==> config.mk <==
export PLATFORM = sky130hd
export DESIGN_NAME = vend_ctrl_fsm
export DESIGN_NICKNAME = d
export VERILOG_FILES = /design/src/rtl/vend_ctrl_fsm.sv
export SDC_FILE = /design/constraint.sdc
export NUM_CORES = 1
export LEC_CHECK = 0
export CAP_MARGIN = 20
export CORE_MARGIN = 4
export CORE_UTILIZATION = 50
export DETAILED_ROUTE_END_ITERATION = 10
export PLACE_DENSITY = 0.68
export RECOVER_POWER = 50
export SKIP_CTS_REPAIR_TIMING = 1
export SYNTH_ARGS = -nofsm -noshare
export SYNTH_HDL_FRONTEND = slang
export SYNTH_SLANG_ARGS = --single-unit
==> constraint.sdc <==
create_clock -name clk -period 3.3 [get_ports clk]
set_input_delay 0.33 -clock clk [delete_from_list [all_inputs] [get_ports clk]]
set_output_delay 0.33 -clock clk [all_outputs]
set_load 0.005 [all_outputs]
==> src/rtl/vend_ctrl_fsm.sv <==
// Vending machine sequencer: conditions raw switches, buttons and coin sensors,
// then produces the 4-bit state code and gated one-cycle pulses for the datapath.
`timescale 1ns/1ps
module vend_ctrl_fsm #(
    parameter logic [15:0] DB_CYC      = 16'd50000,
    parameter logic [31:0] TIMEOUT_CYC = 32'd1500000000,
    parameter logic [31:0] SHOW_CYC    = 32'd100000000
) (
    input  logic       clk,
    input  logic       rst_n,
    input  logic       power_sw,
    input  logic       admin_sw,
    input  logic       btn_confirm,
    input  logic       btn_cancel,
    input  logic       btn_plus,
    input  logic       btn_minus,
    input  logic       coin1,
    input  logic       coin2,
    input  logic       coin5,
    input  logic       coin10,
    input  logic [6:0] sum,
    input  logic [6:0] total,
    input  logic       sold_out,
    output logic [3:0] state,
    output logic       switch_plus,
    output logic       switch_minus,
    output logic       coin1_p,
    output logic       coin2_p,
    output logic       coin5_p,
    output logic       coin10_p,
    output logic       coin_reject,
    output logic       timeout_flag
);

    typedef enum logic [3:0] {
        OFF       = 4'b0000,
        BROWSE    = 4'b0001,
        QTY       = 4'b0011,
        PAY       = 4'b0010,
        SUCCESS   = 4'b0110,
        REFUND    = 4'b0100,
        ADMIN     = 4'b1101,
        RESTOCK   = 4'b1111,
        RSTK_DONE = 4'b1011,
        CLEAR     = 4'b1110
    } state_t;

    localparam int I_CONFIRM = 0;
    localparam int I_CANCEL  = 1;
    localparam int I_PLUS    = 2;
    localparam int I_MINUS   = 3;

    logic [1:0]  sw_s1, sw_s2;
    logic        power_on, admin_on;
    logic [7:0]  raw, in_s1, in_s2, db, db_q, pulse;
    logic [15:0] db_cnt [8];
    logic [3:0]  coin_pay;
    logic        confirm, cancel, pm_ok;
    logic [31:0] timer;
    state_t      st;

    assign raw      = {coin10, coin5, coin2, coin1, btn_minus, btn_plus, btn_cancel, btn_confirm};
    assign power_on = sw_s2[0];
    assign admin_on = sw_s2[1];

    // NOTE: sequential state uses non-blocking assignments so every flop samples pre-edge values.
    always_ff @(posedge clk) begin
        if (!rst_n) begin
            sw_s1 <= '0;
            sw_s2 <= '0;
            in_s1 <= '0;
            in_s2 <= '0;
            db    <= '0;
            db_q  <= '0;
            // NOTE: db_cnt is a tiny per-input flop array, not a RAM, so it is reset with the rest.
            for (int i = 0; i < 8; i++) db_cnt[i] <= '0;
        end else begin
            sw_s1 <= {admin_sw, power_sw};
            sw_s2 <= sw_s1;
            in_s1 <= raw;
            in_s2 <= in_s1;
            db_q  <= db;
            for (int i = 0; i < 8; i++) begin
                if (in_s2[i] != db[i]) begin
                    if (db_cnt[i] == DB_CYC - 16'd1) begin
                        db[i]     <= in_s2[i];
                        db_cnt[i] <= '0;
                    end else begin
                        db_cnt[i] <= db_cnt[i] + 16'd1;
                    end
                end else begin
                    db_cnt[i] <= '0;
                end
            end
        end
    end

    // Rising edge of the debounced level; both terms are flops, so the pulse is glitch-free.
    assign pulse   = db & ~db_q;
    assign confirm = pulse[I_CONFIRM];
    assign cancel  = pulse[I_CANCEL];

    assign pm_ok        = (st == BROWSE) || (st == QTY) || (st == ADMIN) || (st == RESTOCK);
    assign switch_plus  = pm_ok & pulse[I_PLUS] & ~pulse[I_MINUS];
    assign switch_minus = pm_ok & pulse[I_MINUS] & ~pulse[I_PLUS];

    assign coin_pay    = (st == PAY) ? pulse[7:4] : 4'b0000;
    assign coin1_p     = coin_pay[0];
    assign coin2_p     = coin_pay[1];
    assign coin5_p     = coin_pay[2];
    assign coin10_p    = coin_pay[3];
    assign coin_reject = (st != PAY) & (|pulse[7:4]);

    assign state = st;

    always_ff @(posedge clk) begin
        if (!rst_n) begin
            st           <= OFF;
            timer        <= '0;
            timeout_flag <= 1'b0;
        end else if (!power_on) begin
            st    <= OFF;
            timer <= '0;
        end else begin
            // Only PAY, SUCCESS and REFUND count; every other state parks the timer at zero.
            timer <= '0;
            case (st)
                OFF: st <= admin_on ? ADMIN : BROWSE;
                BROWSE: begin
                    if (admin_on) begin
                        st <= ADMIN;
                    end else if (confirm && !sold_out) begin
                        st           <= QTY;
                        timeout_flag <= 1'b0;
                    end
                end
                QTY: begin
                    if (cancel)       st <= BROWSE;
                    else if (confirm) st <= PAY;
                end
                PAY: begin
                    if (sum >= total) begin
                        st <= SUCCESS;
                    end else if (cancel) begin
                        st <= REFUND;
                    end else if (timer == TIMEOUT_CYC - 32'd1) begin
                        st           <= REFUND;
                        timeout_flag <= 1'b1;
                    end else if (|coin_pay) begin
                        timer <= '0;
                    end else begin
                        timer <= timer + 32'd1;
                    end
                end
                SUCCESS, REFUND: begin
                    if (timer == SHOW_CYC - 32'd1) st <= BROWSE;
                    else                           timer <= timer + 32'd1;
                end
                ADMIN: begin
                    if (!admin_on)    st <= BROWSE;
                    else if (confirm) st <= RESTOCK;
                    else if (cancel)  st <= CLEAR;
                end
                RESTOCK: begin
                    if (cancel)       st <= ADMIN;
                    else if (confirm) st <= RSTK_DONE;
                end
                RSTK_DONE, CLEAR: st <= ADMIN;
                default: st <= OFF;
            endcase
        end
    end

endmodule

Word-level counts from Yosys, hierarchy flattened:

Memory sizes are Yosys's and may differ from the RTL's.
Cells that the tools add are included.

* register bits: 73
* bits in writable memories: 128
* bits of input ports: 27
* output and inout bits: 12
* logic and storage cells: 262
* memories: 1

* add/sub/neg operators: 9
* $lt $le $gt $ge: 1
* eq/ne operators: 39
* muxes and demuxes: 141
* bitwise logic cells: 33
* reduce and logical (&&, ||, !) cells: 22

Memories
* db_cnt: depth 8, bits a word 16, read ports 8, clocked after Yosys merged registers in 0, wr ports 8, RTL line 56 `logic [15:0] db_cnt [8];`

Operators by type and width (number)
* 16-bit 2-to-1 mux: 24
* 32-bit 2-to-1 mux: 5
* 16-bit by 1-bit adder with 16-bit output, second input constant: 8
* 16-bit == test, second input constant: 8
* 1-bit 2-to-1 mux: 94
* 32-bit one-hot mux with 2 select lines: 1
* 4-bit 2-to-1 mux: 15
* 32-bit by 1-bit adder with 32-bit output, second input constant: 1
* 32-bit by 27-bit == test with 1-bit output, second input constant: 1
* 32-bit by 31-bit == test with 1-bit output, second input constant: 1
* 4-bit one-hot mux with 8 select lines: 1
* 1-bit bitwise OR: 24
* 2-bit AND reduction: 9
* 4-bit == test, second input constant: 4
* 8-bit bitwise AND: 1
* 4-bit by 2-bit == test with 1-bit output, second input constant: 2
* 4-bit by 3-bit == test with 1-bit output, second input constant: 2
* 1-bit inequality test: 8
* 2-bit inequality test, second input constant: 4
* 4-bit by 2-bit inequality test with 1-bit output, second input constant: 2
* 8-bit NOT: 1
* 4-bit OR reduction: 2
* 7-bit greater-or-equal comparator: 1
* 7-bit AND reduction: 1
* other kinds (15): 25

Longest topological paths before layout:

Gate-level depths: netlist of run 1.

* depth in word-level cells: 9
* depth in mapped cells: 9
* depth with buffers taken out: 8

Worst setup path after synthesis of run 1:

No wires, ideal clock.

* path kind: register to register
* start point: register timer[0]
* end point: register st[2], in the netlist state[2]
* setup time: 0.123 ns
* arrival time: 1.974 ns
* required time: 3.177 ns
* path slack: 1.203 ns
* cell stages (with the launch flop): 8
* path buffers: 0
* period minus slack after synthesis: 2.097 ns
* cell sequence: dfxtp_1 -> ha_1 -> and3_1 -> nand4_1 -> or4_4 -> a31o_4 -> nor2_4 -> mux2_1

* longest elaborated chain between the ends: 3
* elaborated cells on any way between the ends: 5
* classes of those cells: eq/ne (4); reduce/logical (1)

Ends and longest elaborated chain
* start: declaration: RTL line 59 `logic [31:0] timer;`
* start signal: assignment: RTL line 152 `timer <= timer + 32'd1;`
* start signal: assignment: RTL line 157 `else timer <= timer + 32'd1;`
* 32-bit by 31-bit == test with 1-bit output / 32-bit by 27-bit == test with 1-bit output (equally long branches): RTL line 146, 156
* 4-bit by 2-bit inequality test with 1-bit output (no source line) / 2-bit inequality test (equally long branches)
* 6-bit AND reduction (no source line) *
* end signal: assignment: RTL line 128 `OFF: st <= admin_on ? ADMIN : BROWSE;`
* end: declaration: RTL line 60 `state_t st;`

Every way passes the cells marked *; elsewhere a longest branch is shown, timed or not.
A chain may end at the register's enable or synchronous reset.

Worst setup path in the final report of run 1:

* start point: register st[3], in the netlist state[3]
* end point: output port switch_plus

* longest elaborated chain between the ends: 6
* elaborated cells on any way between the ends: 9
* classes of those cells: eq/ne (4); bitwise (2); reduce/logical (3)

Ends and longest elaborated chain
* 4-bit by 1-bit == test with 1-bit output / 4-bit by 2-bit == test with 1-bit output (equally long branches): RTL line 103 `assign pm_ok = (st == BROWSE) || (st == QTY) || (st == ADMIN) || (st == RESTOCK);`
* 1-bit logical OR (2 in a row): RTL line 103
* 1-bit logical OR *: RTL line 103
* 1-bit bitwise AND * (2 in a row): RTL line 104 `assign switch_plus = pm_ok & pulse[I_PLUS] & ~pulse[I_MINUS];`
* end: declaration: RTL line 25 `output logic switch_plus,`

Marked as above.

==> results of run 1 <==
-- cell type report --
cell class,count,share of cell area (%)
clock inverters,8,0.544
flip-flops and latches,201,45.2
inverters,28,0.896
well taps,265,2.83
repair buffers,40,3.25
clock buffers,33,5.58
multi-input cells,854,41.7
-- worst min-delay path by stage --
| stage | slack (ns) | cells after the start | to |
|---|---|---|---|
| floorplan | 0.41 | 1 | in_s2[0] |
| global placement | 0.42 | 1 | in_s2[7] |
| detailed placement | 0.42 | 1 | in_s2[7] |
| CTS | 0.24 | 3 | state[0] |
| global route | 0.31 | 3 | state[0] |
| finish | 0.27 | 3 | state[0] |
-- through the flow --
step	area [sq um]	util, %	hold slack (ns)	cells	worst slack (ns)
floorplan	10400	-	0.412	1111	1.20
global placement	11000	56.5	0.416	1388	0.908
detailed placement	11000	56.5	0.419	1388	0.869
CTS	11700	60.2	0.244	1429	0.461
global route	11700	60.1	0.306	1429	0.307
finish	11700	60.1	0.272	1429	0.544
-- where the power goes --
group	leakage (nW)	internal, mW	total [mW]	switching (mW)
clock network	0.358	1.45	2.42	0.968
registers	1.91	2.75	2.83	0.0782
logic	2.03	0.0994	0.204	0.105
total	4.30	4.30	5.46	1.15
-- worst max-delay path, delay by kind of cell, from the launching register on --
kind / cells / cell delay [ns]
XOR/XNOR: 1 / 0.22
buffers and inverters: 1 / 0.56
flip-flops: 1 / 0.70
AND/OR/NAND/NOR: 2 / 0.45
-- cell families after synthesis --
kind of cell / share of synthesized area [%]
xor gates and xnor gates: 13.0
buffers and inverters: 2.37
adders and majority gates: 2.01
and+or+nand+nor: 25.9
other: 0.0376
DFF: 53.2
muxes: 0.917
AOI/OAI and AO/OA: 2.52
-- routing by layer --
| layer | up-vias | global-route usage [%] |
|---|---|---|
| met4 | 0 | 4.16 |
| met1 | 3227 | 20.8 |
| met3 | 34 | 2.52 |
| li1 | 3618 | - |
| met5 | - | 0 |
| met2 | 90 | 27.8 |
-- placed cells by master (no fill, tap or decap), types with 3 or more instances in the layout --
| cell type | count |
|---|---|
| nor2_1 | 201 |
| edfxtp_1 | 128 |
| conb_1 | 128 |
| xor2_1 | 90 |
| dfxtp_1 | 73 |
| nand3_1 | 61 |
| nand2_1 | 59 |
| xnor2_1 | 58 |
| nand4_1 | 38 |
| clkdlybuf4s50_1 | 36 |
| and3_1 | 34 |
| inv_1 | 28 |
| clkbuf_16 | 24 |
| nor3_1 | 20 |
| and2_1 | 19 |
| ha_1 | 16 |
| nor2b_1 | 14 |
| a21oi_1 | 14 |
| and2_0 | 12 |
| nor4_1 | 11 |
| clkbuf_1 | 10 |
| o21ai_0 | 9 |
| and4_1 | 8 |
| mux2i_1 | 8 |
| nor4b_1 | 7 |
| clkinv_2 | 6 |
| nor3b_1 | 5 |
| nand2b_1 | 4 |
| or2_2 | 4 |
| nand3b_1 | 4 |
| or3_1 | 3 |
-- sequential cells by signal (all words and copies together), names as in the netlist, 2 cells and up --
name,count
db_cnt,128
timer,32
db,8
db_q,8
in_s1,8
in_s2,8
state,4
sw_s1,2
sw_s2,2
==> results_dict.tcl, run 1 <==
set metrics [dict create \
    outcome "complete, but fails checks" \
    violations "max-capacitance violations, max-slew violations" \
    power_density_nw_per_um2 465 \
    top_layer "met4" \
    die_w_microns 149 \
    setup_tns_ns 0 \
    rsz0062_at_grt "false" \
    antenna_left 0 \
    critPathKind "reg -> out" \
    first_pass_iters 4 \
    cp-end-kind "output pin" \
    max_freq_mhz 363 \
    vias 6969 \
    core_sq_um 19500 \
    hold_class "in -> reg" \
    cp-startpoint "state[3]" \
    rows 51 \
    cts_tree "yes" \
    synth-main-ff-cell "edfxtp_1" \
    wl_met1_microns 8160 \
    min_period_ns 2.76 \
    gp_congestion 0.808 \
    r2r_start "timer[0]" \
    slew_headroom_pct -7.68 \
    finalSetupViolations 0 \
    power_mw 5.46 \
    worstRegToRegCells 7 \
    clkLatencyLatePin_ns 0.50 \
    grt-ovfl-total 0 \
    path_cells "xnor2_1 > nand2_1 > nor4_1 > clkdlybuf4s50_1" \
    slew_violations 46 \
    startpoint_type "register" \
    multi_input_area_sq_um 4890 \
    nFillCells 1722 \
    critical_path.endpoint "switch_plus" \
    ys_top_cells_by_area "edfxtp_1, dfxtp_1, xor2_1" \
    yosys_warnings 0 \
    synthArstFlopShare_pct 0 \
    critPathMaxStageDelay_ns 0.70 \
    area.sequential_sq_um 5310 \
    power.static_leakage_nw 4.30 \
    grt_pass1_wl_microns 30000 \
    grt_usage_pct 16.0 \
    htreeDepth 1 \
    grt_max_degree 46 \
    antenna_found_initial 0 \
    critPathArrivalTime_ns 2.43 \
    hold_viol 0 \
    post-dp-hpwl_microns 12300 \
    synth_cell_type_count 51 \
    drt-vias-per-instance 4.88 \
    rrSetupSlack_ns 0.95 \
    synth-edff-count 128 \
    numPortBuffers 38 \
    dieHeight_microns 149 \
    yosys-top-cells-count "nor2_1, edfxtp_1, xor2_1" \
    avgSynthCellArea_sq_um 10.1 \
    root_buffer "clkbuf_16" \
    drt_iter0_markers 407 \
    synth_top_area_cell "edfxtp_1" \
    ir_drop_v 0.000394 \
    yosysMostFrequentCell "nor2_1" \
    drive_gt1_share_pct 3.95 \
    worst_r2r_endpoint "state[2]" \
    dr_wl_met3_microns 589 \
    dieArea_sq_um 22200 \
    netlist_instances 984 \
    seq_area_frac_synth_pct 53.2 \
    numCtsBuffers 23 \
    drv_cap 1 \
    drc_errors 0 \
    ys_seq_elements 201 \
    wl_per_cell_microns 12.2 \
    diodes 0 \
    routed-wl-met2_microns 8260 \
    cts.clk_slew.worst_paths_ns 0.06 \
    period_share_pct 83.5 \
    clockBufferDepth 3 \
    area_delta_synth_final_pct 17.8 \
    netlist_area_sq_um 9960 \
    final_nets 1191 \
    worst_path_max_delay_cell "dfxtp_1" \
    yosysTopAreaCellShare_pct 38.6 \
    first_global_vias 6592 \
    cp.required_ns 2.97 \
    cts.sinks 201 \
    clock_skew_ns 0.00979 \
    crit_fanout 17 \
    initial_core_util_pct 51.0 \
    wl_microns 17400 \
    worst_slew_pin_slew_ns 1.62 \
    io_pins 39 \
    min-delay-start "rst_n" \
]
Power figures use the tool's default switching activity.
==> run 2: changes to the inputs <==
==> constraint.sdc (replaced) <==
create_clock -name clk -period 2.85 [get_ports clk]
set_input_delay 0.285 -clock clk [delete_from_list [all_inputs] [get_ports clk]]
set_output_delay 0.285 -clock clk [all_outputs]
set_load 0.005 [all_outputs]
==> run 2 against run 1 <==
Effect of this change:
- the run now ends clean
- global-route usage is essentially flat
- sequential power grew 16%
- cell count grew 0.21%
- die area is the same
==> results_dict.tcl, run 2 (synthesized netlist as in run 1, its figures left out) <==
set metrics [dict create \
    outcome "finished, final reports clean" \
    cp_top_family "flip-flops" \
    startpoint_type "register" \
    finalSetupViolations 0 \
    core_sq_um 19500 \
    p_sw_share_pct 21.3 \
    vias 6937 \
    intPower_mw 4.95 \
    p_sw_mw 1.34 \
    wl_microns 17300 \
    gp_congestion 0.806 \
    worst_r2r_endpoint "db_cnt[0][37]" \
    clock_skew_ns 0.00715 \
    rows 51 \
    drive_gt1_share_pct 4.28 \
    whs_path_depth 3 \
    final_nets 1194 \
    area_delta_synth_final_pct 18.0 \
    hold_viol 0 \
    ir_drop_v 0.000414 \
    wl_per_cell_microns 12.1 \
    period_share_pct 90.3 \
    grt_max_degree 46 \
    cts_tree "yes" \
    htreeDepth 1 \
    cts.clk_slew.worst_paths_ns 0.06 \
    min_period_ns 2.57 \
    numCtsBuffers 23 \
    clkLatencyLatePin_ns 0.50 \
    die_w_microns 149 \
    worstRegToRegCells 6 \
    hold_class "in -> reg" \
    largest_register_ffs 128 \
    slew_headroom_pct 53.6 \
    critPathArrivalTime_ns 2.29 \
    worst_slew_pin_slew_ns 0.695 \
    path_buf_inv 1 \
    path_cells "nand2_1 > nor4_1 > clkdlybuf4s50_1" \
    max_freq_mhz 388 \
    root_buffer "clkbuf_16" \
    seq_power_share_pct 52.2 \
    antenna_found_initial 0 \
    crit_fanout 14 \
    cp-end-kind "output pin" \
    worst_path_max_delay_cell "dfxtp_1" \
    final_common_cell "nor2_1" \
    final_cells 1432 \
    drt-vias-per-instance 4.84 \
    final_cell_mix "nor2_1, edfxtp_1, conb_1" \
    antenna_left 0 \
    post-dp-hpwl_microns 12200 \
    grt_pass1_wl_microns 30100 \
    pwr-share-clk_pct 44.0 \
    power_density_nw_per_um2 535 \
    diodes 0 \
    first_pass_iters 5 \
    r2r_start "db_cnt[0][32]" \
    cts.sinks 201 \
    io_pins 39 \
    setup_tns_ns 0 \
    numPortBuffers 38 \
    drv_cap 0 \
    cp.required_ns 2.57 \
    rrSetupSlack_ns 0.58 \
    combinationalPowerShare_pct 3.8 \
    worstHoldEndpoint "state[1]" \
    top_register "db_cnt" \
    critPathMaxStageDelay_ns 0.64 \
    slew_violations 0 \
    clockBufferDepth 3 \
    holdWs_ns 0.233 \
    power.static_leakage_nw 4.32 \
    min-delay-start "rst_n" \
    rsz0062_at_grt "false" \
    top_regs "db_cnt (128), timer (32)" \
    first_global_vias 6596 \
    grt-ovfl-total 0 \
    drt_iter0_markers 326 \
    initial_core_util_pct 51.0 \
    dieHeight_microns 149 \
    dieArea_sq_um 22200 \
    dp_cells 1391 \
    grt_usage_pct 16.0 \
    drc_errors 0 \
    critPathKind "reg -> out" \
]
run 2: cell count changes in the layout (fill, tap and decap cells not counted), moves of 2 or more:
cell / change
clkbuf_8: +2
and2_1: +5
buf_4: +2
and2_0: -5
run 2: cell type report:
| class | instances | area [sq um] |
|---|---|---|
| Fill cell | 1737 | 7770 |
| Sequential cell | 201 | 5310 |
| Multi-Input combinational cell | 854 | 4890 |
| Clock buffer | 33 | 674 |
| Timing Repair Buffer | 43 | 400 |
| Tap cell | 265 | 332 |
| Inverter | 28 | 105 |
| Clock inverter | 8 | 45.0 |
run 2: stage by stage:
stage	total power, mW	worst slack [ns]	area [sq um]	util (%)
3_5_place_dp	3.58	0.456	11100	56.6
5_1_grt	6.56	0.150	11800	60.2
2_1_floorplan	3.49	0.753	10400	-
4_1_cts	6.37	0.173	11800	60.3
6_report	6.28	0.276	11800	60.2
3_3_place_gp	3.57	0.515	11100	56.6
run 2: power groups by stage:
stage | clock network (mW) | registers, mW | logic (mW)
floorplan | 0 | 3.31 | 0.174
global placement | 0 | 3.33 | 0.233
detailed placement | 0 | 3.34 | 0.235
CTS | 2.86 | 3.28 | 0.238
global route | 2.98 | 3.29 | 0.279
finish | 2.77 | 3.28 | 0.239
run 2: tightest hold or removal path: stages:
cell and delay [ns]:
clkbuf_1 0.13, nand2_1 0.20, a21oi_1 0.06
run 2: worst max path at each step:
stage | cells past startpoint | start | end
6_report | 3 | state[0] | switch_plus
4_1_cts | 3 | state[0] | switch_plus
3_3_place_gp | 9 | sum[0] | state[2]
5_1_grt | 3 | state[0] | switch_plus
2_1_floorplan | 7 | timer[0] | state[2]
3_5_place_dp | 9 | total[2] | timer[10]
run 2: per-layer routing:
layer / vias to the layer above / global-route usage [%] / share of wire [%]
li1: 3625 / - / -
met1: 3190 / 21.8 / 48
met2: 102 / 26.7 / 47
met3: 20 / 2.80 / 4.0
met4: 0 / 3.66 / 1.3
met5: - / 0 / 0
